### src/rtl/alu_exec_unit_if.sv
// Bus bundle for alu_exec_unit: command handshake, registered ALU drive/return, result handshake and flags.
// The slave side is the execution unit; the master side is the surrounding system plus the external ALU.
interface alu_exec_unit_if #(
  parameter int N = 16
);
  logic         cmd_valid;
  logic         cmd_ready;
  logic [3:0]   cmd_mode;
  logic [1:0]   cmd_ra;
  logic [1:0]   cmd_rb;
  logic [1:0]   cmd_rd;
  logic         cmd_imm_sel;
  logic [N-1:0] cmd_imm;
  logic         cmd_cin_sel;
  logic         cmd_we;

  logic [N-1:0] alu_A;
  logic [N-1:0] alu_B;
  logic [3:0]   alu_Mode;
  logic         alu_Cin;
  logic [N-1:0] alu_Y;
  logic         alu_Cout;
  logic         alu_Overflow;

  logic         res_valid;
  logic         res_ready;
  logic [N-1:0] res_data;
  logic         res_cout;
  logic         res_ovf;

  logic         flag_c;
  logic         flag_v;

  modport slave (
    input  cmd_valid, cmd_mode, cmd_ra, cmd_rb, cmd_rd, cmd_imm_sel, cmd_imm, cmd_cin_sel, cmd_we,
    output cmd_ready,
    output alu_A, alu_B, alu_Mode, alu_Cin,
    input  alu_Y, alu_Cout, alu_Overflow,
    output res_valid, res_data, res_cout, res_ovf,
    input  res_ready,
    output flag_c, flag_v
  );

  modport master (
    output cmd_valid, cmd_mode, cmd_ra, cmd_rb, cmd_rd, cmd_imm_sel, cmd_imm, cmd_cin_sel, cmd_we,
    input  cmd_ready,
    input  alu_A, alu_B, alu_Mode, alu_Cin,
    output alu_Y, alu_Cout, alu_Overflow,
    input  res_valid, res_data, res_cout, res_ovf,
    output res_ready,
    input  flag_c, flag_v
  );
endinterface

### src/rtl/alu_exec_unit.sv
// Sequential wrapper around an external 16-bit ALU: accept, execute for one cycle, write back, respond.
// Holds a 4x16 register file and the C/V flags used for multi-word add/subtract chains.
module alu_exec_unit #(
  parameter int N = 16
) (
  input  logic             clk,
  input  logic             rst,
  alu_exec_unit_if.slave   bus
);

  localparam logic [1:0] IDLE = 2'd0;
  localparam logic [1:0] EXEC = 2'd1;
  localparam logic [1:0] RESP = 2'd2;

  logic [1:0]   state;
  logic [N-1:0] regs [4];
  logic         flag_c_q;
  logic         flag_v_q;
  logic [N-1:0] alu_a_q;
  logic [N-1:0] alu_b_q;
  logic [3:0]   alu_mode_q;
  logic         alu_cin_q;
  logic [1:0]   rd_q;
  logic         we_q;
  logic [N-1:0] res_data_q;
  logic         res_cout_q;
  logic         res_ovf_q;

  // Operands are read from the register file as it stood before the accepting edge;
  // nothing can be pending then, so rd aliasing ra/rb needs no forwarding.
  always_ff @(posedge clk or posedge rst) begin
    if (rst) begin
      state      <= IDLE;
      for (int i = 0; i < 4; i++) regs[i] <= '0;
      flag_c_q   <= 1'b0;
      flag_v_q   <= 1'b0;
      alu_a_q    <= '0;
      alu_b_q    <= '0;
      alu_mode_q <= 4'd0;
      alu_cin_q  <= 1'b0;
      rd_q       <= 2'd0;
      we_q       <= 1'b0;
      res_data_q <= '0;
      res_cout_q <= 1'b0;
      res_ovf_q  <= 1'b0;
    end else begin
      case (state)
        IDLE: begin
          if (bus.cmd_valid) begin
            alu_a_q    <= regs[bus.cmd_ra];
            alu_b_q    <= bus.cmd_imm_sel ? bus.cmd_imm : regs[bus.cmd_rb];
            alu_mode_q <= bus.cmd_mode;
            alu_cin_q  <= bus.cmd_cin_sel & flag_c_q;
            rd_q       <= bus.cmd_rd;
            we_q       <= bus.cmd_we;
            state      <= EXEC;
          end
        end
        EXEC: begin
          res_data_q <= bus.alu_Y;
          res_cout_q <= bus.alu_Cout;
          res_ovf_q  <= bus.alu_Overflow;
          if (we_q) regs[rd_q] <= bus.alu_Y;
          // Only add (4) and subtract (5) produce meaningful carry/overflow for chaining.
          if (alu_mode_q == 4'd4 || alu_mode_q == 4'd5) begin
            flag_c_q <= bus.alu_Cout;
            flag_v_q <= bus.alu_Overflow;
          end
          state <= RESP;
        end
        RESP: begin
          if (bus.res_ready) state <= IDLE;
        end
        default: state <= IDLE;
      endcase
    end
  end

  assign bus.cmd_ready = (state == IDLE);
  assign bus.res_valid = (state == RESP);
  assign bus.res_data  = res_data_q;
  assign bus.res_cout  = res_cout_q;
  assign bus.res_ovf   = res_ovf_q;
  assign bus.alu_A     = alu_a_q;
  assign bus.alu_B     = alu_b_q;
  assign bus.alu_Mode  = alu_mode_q;
  assign bus.alu_Cin   = alu_cin_q;
  assign bus.flag_c    = flag_c_q;
  assign bus.flag_v    = flag_v_q;

endmodule

### src/flat_wrapper.sv
// flat-port wrapper written by rule: the top's interface ports become plain ports
module alu_exec_unit_flat 
#(
  parameter int N = 16
)
  (clk, rst, bus_cmd_valid, bus_cmd_mode, bus_cmd_ra, bus_cmd_rb, bus_cmd_rd, bus_cmd_imm_sel, bus_cmd_imm, bus_cmd_cin_sel, bus_cmd_we, bus_cmd_ready, bus_alu_A, bus_alu_B, bus_alu_Mode, bus_alu_Cin, bus_alu_Y, bus_alu_Cout, bus_alu_Overflow, bus_res_valid, bus_res_data, bus_res_cout, bus_res_ovf, bus_res_ready, bus_flag_c, bus_flag_v);
  alu_exec_unit_if #(.N(N)) bus_i ();
  input  logic clk;
  input  logic rst;
  input wire logic [$bits(bus_i.cmd_valid)-1:0] bus_cmd_valid;
  input wire logic [$bits(bus_i.cmd_mode)-1:0] bus_cmd_mode;
  input wire logic [$bits(bus_i.cmd_ra)-1:0] bus_cmd_ra;
  input wire logic [$bits(bus_i.cmd_rb)-1:0] bus_cmd_rb;
  input wire logic [$bits(bus_i.cmd_rd)-1:0] bus_cmd_rd;
  input wire logic [$bits(bus_i.cmd_imm_sel)-1:0] bus_cmd_imm_sel;
  input wire logic [$bits(bus_i.cmd_imm)-1:0] bus_cmd_imm;
  input wire logic [$bits(bus_i.cmd_cin_sel)-1:0] bus_cmd_cin_sel;
  input wire logic [$bits(bus_i.cmd_we)-1:0] bus_cmd_we;
  output wire logic [$bits(bus_i.cmd_ready)-1:0] bus_cmd_ready;
  output wire logic [$bits(bus_i.alu_A)-1:0] bus_alu_A;
  output wire logic [$bits(bus_i.alu_B)-1:0] bus_alu_B;
  output wire logic [$bits(bus_i.alu_Mode)-1:0] bus_alu_Mode;
  output wire logic [$bits(bus_i.alu_Cin)-1:0] bus_alu_Cin;
  input wire logic [$bits(bus_i.alu_Y)-1:0] bus_alu_Y;
  input wire logic [$bits(bus_i.alu_Cout)-1:0] bus_alu_Cout;
  input wire logic [$bits(bus_i.alu_Overflow)-1:0] bus_alu_Overflow;
  output wire logic [$bits(bus_i.res_valid)-1:0] bus_res_valid;
  output wire logic [$bits(bus_i.res_data)-1:0] bus_res_data;
  output wire logic [$bits(bus_i.res_cout)-1:0] bus_res_cout;
  output wire logic [$bits(bus_i.res_ovf)-1:0] bus_res_ovf;
  input wire logic [$bits(bus_i.res_ready)-1:0] bus_res_ready;
  output wire logic [$bits(bus_i.flag_c)-1:0] bus_flag_c;
  output wire logic [$bits(bus_i.flag_v)-1:0] bus_flag_v;
  assign bus_i.cmd_valid = bus_cmd_valid;
  assign bus_i.cmd_mode = bus_cmd_mode;
  assign bus_i.cmd_ra = bus_cmd_ra;
  assign bus_i.cmd_rb = bus_cmd_rb;
  assign bus_i.cmd_rd = bus_cmd_rd;
  assign bus_i.cmd_imm_sel = bus_cmd_imm_sel;
  assign bus_i.cmd_imm = bus_cmd_imm;
  assign bus_i.cmd_cin_sel = bus_cmd_cin_sel;
  assign bus_i.cmd_we = bus_cmd_we;
  assign bus_cmd_ready = bus_i.cmd_ready;
  assign bus_alu_A = bus_i.alu_A;
  assign bus_alu_B = bus_i.alu_B;
  assign bus_alu_Mode = bus_i.alu_Mode;
  assign bus_alu_Cin = bus_i.alu_Cin;
  assign bus_i.alu_Y = bus_alu_Y;
  assign bus_i.alu_Cout = bus_alu_Cout;
  assign bus_i.alu_Overflow = bus_alu_Overflow;
  assign bus_res_valid = bus_i.res_valid;
  assign bus_res_data = bus_i.res_data;
  assign bus_res_cout = bus_i.res_cout;
  assign bus_res_ovf = bus_i.res_ovf;
  assign bus_i.res_ready = bus_res_ready;
  assign bus_flag_c = bus_i.flag_c;
  assign bus_flag_v = bus_i.flag_v;
  alu_exec_unit #(.N(N)) u_core (.clk(clk), .rst(rst), .bus(bus_i));
endmodule
### config.mk
export PLATFORM = sky130hd
export DESIGN_NAME = alu_exec_unit_flat
export DESIGN_NICKNAME = d
export VERILOG_FILES = /design/src/rtl/alu_exec_unit_if.sv /design/src/rtl/alu_exec_unit.sv /design/src/flat_wrapper.sv
export SDC_FILE = /design/constraint.sdc
export NUM_CORES = 1
export LEC_CHECK = 0
export ABC_AREA = 1
export CAP_MARGIN = 20
export CORE_UTILIZATION = 35
export DETAILED_ROUTE_END_ITERATION = 10
export PLACE_DENSITY = 0.67
export RECOVER_POWER = 50
export SLEW_MARGIN = 10
export SYNTH_ARGS = -nofsm -noshare
export SYNTH_HDL_FRONTEND = slang
export SYNTH_SLANG_ARGS = --single-unit
### constraint.sdc
create_clock -name clk -period 5.48 [get_ports clk]
set_input_delay 1.096 -clock clk [delete_from_list [all_inputs] [get_ports clk]]
set_output_delay 1.096 -clock clk [all_outputs]
set_load 0.02 [all_outputs]
==> metrics.md, run 1 <==
| Metric | Value |
|---|---|
| Worst path slowest cell | `clkinvlp_2` |
| Drt drc | `0` |
| Worst setup slack after placement | `2.189 ns` |
| Largest net degree at the start of global routing | `73` |
| Port Buffer Count | `109` |
| CTS tree | `built` |
| Min-delay worst type | `flop to flop` |
| Crit path DAT | `~4.1 ns` |
| Max_slew headroom | `-117.1%` |
| Yosys warnings | `0` |
| Netlist cell types | `24` |
| Final hold viol count | `0` |
| Final HPWL DP | `10910 um` |
| Min Tclk post-route | `approximately 3.5 ns` |
| Critical Path Fanout Max | `72` |
| Worst slew pin tran | `about 3.2 ns` |
| Congestion Overflow GR | `0` |
| WL/cell | `14.55 um` |
| DP Area | `7247 um^2` |
| Clock skew | `0.005863 ns` |
| Critical path capture point type | `async pin` |
| Detailed Routing Iterations Pass 1 | `5` |
| Worst endpoint required time | `6.05 ns` |
| Violation count after the first detailed-routing iteration | `395` |
| Fin. max-slew vios | `73` |
| Vias post-DR | `5277` |
| Layout cells sized above 1 | `between 5 and 6%` |
| Post-CTS Hold Buffers | `0` |
| Synthesized area | `6101 um^2` |
| Fmax | `approximately 0.28 GHz` |
| Post-Synthesis Cells | `approximately 790` |
| Post-Layout Cell Count | `1111` |
| RePlAce Congestion | `0.8607` |
| Avg Inst Size Synth | `just under 8 um^2` |
| Power density cells | `577.9 nW/um^2` |
| Finished Cell Area | `7710 um^2` |
| Failing checks | `max-capacitance violations, max-slew violations` |
| Antenna Cells | `0` |
| GRT Overall Usage | `18.98%` |
| Fin worst setup slack | `around 1.9 ns` |
| Global-route wire length before repair | `26340 um` |
| Aggregate routed wire length | `16170 um` |
| Worst VDD drop | `0.0002199 V` |
| Syn-to-layout area delta | `26.37%` |
| Seq/Total Area, Yosys | `51.68%` |
| Number of synthesized register bits | `126` |
| RSZ-0062 raised after global routing | `no` |
| I/O pin count | `110` |
| Setup TNS | `0 ns` |
| Post-CTS setup buffer count | `0` |
| Worst-skew pair later-pin latency | `around 0.43 ns` |
| CTS clk-pin slew, worst paths | `around 0.060 ns` |
| Setup Viol. Count Final | `0` |
| Register area | `3153 um^2` |
| # resized after CTS | `0` |
| Cell breakdown of the critical path | `dlygate4sd3_1, clkinvlp_2, buf_4` |
| Chip width | `134.0 um` |
| Row cnt | `47` |
| Fin nets | `roughly 930` |
| CTS root buf | `clkbuf_16` |
| CTS sink cnt | `between 100 and 150` |
| Core area | `16820 um^2` |
| Crit share post-route | `64.74%` |
| Max-cap violations | `1` |
| CTS buffer count | `17` |
| CTS max path bufs | `2` |
| Die Ht | `between 100 and 150 um` |
| Multi-input gate area in the final layout | `between 2000 and 2500 um^2` |
| Hold WS | `~0.48 ns` |
| CP peak stage delay | `1.83 ns` |
| Die Area | `roughly 18000 um^2` |
| Number of global-route vias before repair | `4877` |
| Initial Utilization | `36.27%` |
| Leak | `3.823 nW` |
| H-tree lvl count | `4` |
| Placed cells | `1079` |
| Status | `finished with violations` |
| CP startpoint kind | `input port` |
| Vias/cell | `4.750` |
| Critical path class | `input port to async pin` |
| Syn_nets | `about 840` |
| Routed Antenna Nets | `0` |
| Fillers | `1713` |
| Initial antenna violation count | `0` |
-- power by group --
group,internal (mW),switching [mW]
Combinational,0.722,0.953
Clock,0.621,0.429
Sequential,1.40,0.336
-- path summary, 6_finish.rpt --
kind,to,cells past startpoint,from,slack (ns)
max,u_core.state[1]$_DFFE_PP0P_,3,rst,1.93
min,u_core.bus.alu_B[5]$_DFFE_PP0P_,2,u_core.bus.alu_B[5]$_DFFE_PP0P_,0.48
max reg2reg,u_core.regs[18]$_DFFE_PP0P_,8,u_core.state[1]$_DFFE_PP0P_,2.60
min reg2reg,u_core.bus.alu_B[5]$_DFFE_PP0P_,2,u_core.bus.alu_B[5]$_DFFE_PP0P_,0.48
max in group clk,u_core.bus.alu_B[5]$_DFFE_PP0P_,7,bus_cmd_rb[1],2.54
min in group asynchronous,u_core.bus.alu_B[11]$_DFFE_PP0P_,2,rst,2.07
-- cell usage after synthesis (all sizes together) --
master  count  area [um^2]
inv        63        236.5
nand2     360         1376
o21ai     106        583.1
o211ai     16        120.1
nand3      34        182.7
nor2       39        181.4
buf        32        205.2
or2         1        8.760
dfrtp     126         3153
clkbuf     14        53.80
-- layout make-up --
type                       count  area share (%)
clock buffer                  18           5.566
clock inverter                14           1.574
inverter                      63           3.083
multi-input combinational    556           30.69
sequential                   126           40.90
tap                          220           3.570
timing repair buffer         114           14.62
-- cells in the final DEF, fill, tap and decap left out --
cell type,netlist,final
dfrtp_1,126,126
clkinv_2,0,5
bufinv_16,0,1
buf_2,22,1
nand2_2,7,3
nor2_1,36,38
o21ai_1,17,2
buf_6,2,1
or2_4,1,1
clkbuf_1,13,1
clkinv_4,0,4
nand2_1,352,357
nor2_8,2,1
o211ai_1,16,16
clkbuf_16,0,17
inv_2,3,1
o21ai_0,75,100
clkdlybuf4s50_1,0,107
buf_4,4,4
dlygate4sd3_1,0,1
inv_1,60,61
inv_6,0,1
nand3_1,33,34
o21ai_2,14,4
clkinvlp_4,0,3
clkinvlp_2,0,1
-- flip-flops by register name, indices dropped and copies added (netlist names), 2 cells and up --
signal               cells
u_core.bus.alu_A        16
u_core.state             2
u_core.bus.res_data     16
u_core.rd_q              2
u_core.regs             64
u_core.bus.alu_B        16
u_core.bus.alu_Mode      4
-- through the flow --
step | utilization [%] | power (mW)
after floorplan | - | 2.735
after global placement | 43.02 | 3.436
after detailed placement | 43.09 | 3.469
after CTS | 46.36 | 4.546
after global routing | 45.84 | 4.780
final | 45.84 | 4.456
-- per-layer routing --
metal | global-route usage [%] | routed length, um | up-vias
li1 | - | - | 2645
met2 | 27.23 | 6871 | 152
met5 | 0 | 0 | -
met1 | 27.63 | 8063 | 2456
met3 | 4.460 | 898 | 24
met4 | 7.116 | 334 | 0
-- kinds of logic (layout without fill, tap and decap cells) --
kind of cell           after synthesis  in the layout  synth area share [%]
and+or+nand+nor                    434            434                 28.67
buffers and inverters              109            209                 8.121
AOI/OAI and AO/OA                  122            122                 11.53
DFF                                126            126                 51.68
-- worst max-delay path: cells and delay by family --
kind	cells	cell delay [ns]
buffers and inverters	3	2.98
Note: power is estimated with default switching activity, not from simulation.
==> run 2, diff against run 1 <==
- PLACE_DENSITY: 0.67 -> 0.69
- clock period: 5.48 -> 3.2 ns (I/O delays scaled with it)
==> run 2 against run 1 <==
Net effect: the flow now finishes without violations; non-clock buffer count up 4; power up 76%; sequential power up 70%; routed wire length down 0.20%; largest power group is now combinational cells.
==> metrics.md, run 2 (same netlist as run 1, synthesis figures left out) <==
| Metric | Value |
|---|---|
| Hold_sp | `u_core.bus.alu_A[7]$_DFFE_PP0P_` |
| Worst VDD drop | `0.0004707 V` |
| Flop2flop setup slack | `about 0.84 ns` |
| Setup Viol. Count Final | `0` |
| WL/cell | `14.47 um` |
| Post-CTS Hold Buffers | `0` |
| Drt drc | `0` |
| Vias/cell | `4.657` |
| Die Ht | `134.0 um` |
| Die Area | `17960 um^2` |
| Antenna Cells | `0` |
| Worst-skew pair later-pin latency | `0.43 ns` |
| Syn-to-layout area delta | `29.06%` |
| PnR Total Power | `7.837 mW` |
| Hold WS | `0.4761 ns` |
| CTS clk-pin slew, worst paths | `0.05 ns` |
| Row cnt | `47` |
| Fin. max-slew vios | `0` |
| Final HPWL DP | `10710 um` |
| # resized after CTS | `0` |
| Finished Cell Area | `7874 um^2` |
| Max-cap violations | `0` |
| Critical Path Fanout Max | `39` |
| Detailed Routing Iterations Pass 1 | `5` |
| Initial antenna violation count | `0` |
| Worst endpoint required time | `3.55 ns` |
| I/O pin count | `110` |
| Number of global-route vias before repair | `4906` |
| RePlAce Congestion | `0.8044` |
| Initial Utilization | `36.27%` |
| Crit share post-route | `73.88%` |
| Vias post-DR | `5193` |
| R2R depth | `7` |
| Placed cells | `1082` |
| Most frequent cells in the layout | `nand2_1 (353), dfrtp_1 (126), clkdlybuf4s50_1 (106), o21ai_0 (75), inv_1 (61)` |
| Fillers | `1719` |
| Fmax | `0.4230 GHz` |
| Leak | `approximately 4 nW` |
| CTS buffer count | `17` |
| Max reg flops | `64` |
| Largest net degree at the start of global routing | `69` |
| GRT Overall Usage | `19.04%` |
| Critical path class | `flop to flop` |
| Port Buffer Count | `about 110` |
| Setup TNS | `0 ns` |
| Global-route wire length before repair | `26300 um` |
| CTS root buf | `clkbuf_16` |
| Violation count after the first detailed-routing iteration | `403` |
| CTS max path bufs | `2` |
| Routed Antenna Nets | `0` |
| Chip width | `134.0 um` |
| Layout cells sized above 1 | `7.374%` |
| H-tree lvl count | `4` |
| Post-CTS setup buffer count | `0` |
| Final hold viol count | `0` |
| Hold Path Stages | `2` |
| Aggregate routed wire length | `16130 um` |
| Congestion Overflow GR | `0` |
| Crit path DAT | `2.72 ns` |
| DP Area | `7292 um^2` |
| Core area | `roughly 17000 um^2` |
| CTS tree | `built` |
| RSZ-0062 raised after global routing | `no` |
| Status | `completed` |
| Post-Layout Cell Count | `1115` |
| Min Tclk post-route | `approximately 2.4 ns` |
| CP startpoint kind | `flop` |
| Worst slew pin tran | `1.187 ns` |
| Reg-to-reg startpoint | `u_core.state[1]$_DFFE_PP0P_` |
| Commonest non-fill, non-tap cell in the layout | `nand2_1` |
| Hold EP | `u_core.bus.alu_A[7]$_DFFE_PP0P_` |
| R2r endpoint | `u_core.regs[44]$_DFFE_PP0P_` |
| Power density cells | `995.3 nW/um^2` |
| CTS sink cnt | `~130` |
| Critical path capture point type | `flop` |
| Fin nets | `933` |
| Clock skew | `0.008121 ns` |
| Top reg by flops | `u_core.regs` |
| Min-delay worst type | `flop to flop` |
| Max_slew headroom | `20.69%` |
[run 2: final cells by class]
| type | instances | area, um^2 | share of cell area (%) |
|---|---|---|---|
| Tap cell | 220 | 275.3 | 3.496 |
| Sequential cell | 126 | 3153 | 40.04 |
| Inverter | 63 | 237.7 | 3.019 |
| Clock buffer | 26 | 509.2 | 6.467 |
| Clock inverter | 6 | 80.08 | 1.017 |
| Timing Repair Buffer | 118 | 1169 | 14.84 |
| Multi-Input combinational cell | 556 | 2450 | 31.11 |
[run 2: worst max-delay path, stage by stage (launching register included)]
cell and delay, ns:
dfrtp_1 0.37, inv_1 0.07, nand2_1 0.66, inv_1 0.35
nand2_4 0.11, nor2_8 0.47, nand2_1 0.16, o21ai_2 0.08
[run 2: report_power, final]
group	total [mW]	leakage [nW]	switching, mW	internal (mW)
clock	1.93	0.294	0.683	1.24
combinational	2.97	2.14	1.69	1.29
sequential	2.94	1.48	0.550	2.39
total	7.84	3.92	2.92	4.92
[run 2: per-stage QoR]
step	setup slack, ns	utilization [%]
final	0.8357	46.82
after global routing	0.5018	46.82
after CTS	0.9080	46.86
after detailed placement	0.8613	43.36
after global placement	0.8637	43.36
after floorplan	1.007	-
[run 2: how the worst max path moves through the flow]
stage                                startpoint                                 end  slack, ns  cells past startpoint
global route                                rst  u_core.bus.alu_Mode[3]$_DFFE_PP0P_       0.50                      3
finish              u_core.state[1]$_DFFE_PP0P_         u_core.regs[44]$_DFFE_PP0P_       0.84                      7
detailed placement              bus_cmd_imm_sel     u_core.bus.alu_B[4]$_DFFE_PP0P_       0.86                      6
CTS                 u_core.state[0]$_DFFE_PP0P_                       bus_cmd_ready       0.91                      2
global placement                bus_cmd_imm_sel     u_core.bus.alu_B[4]$_DFFE_PP0P_       0.86                      6
floorplan                                   rst     u_core.bus.alu_A[0]$_DFFE_PP0P_       1.01                      1
[run 2: routing by layer]
layer	share of wire, %	GRT usage, %	up-vias
li1	-	-	2662
met1	50	27.39	2355
met2	42	27.49	152
met3	5.6	4.800	24
met4	2.0	7.116	0
met5	0	0	-
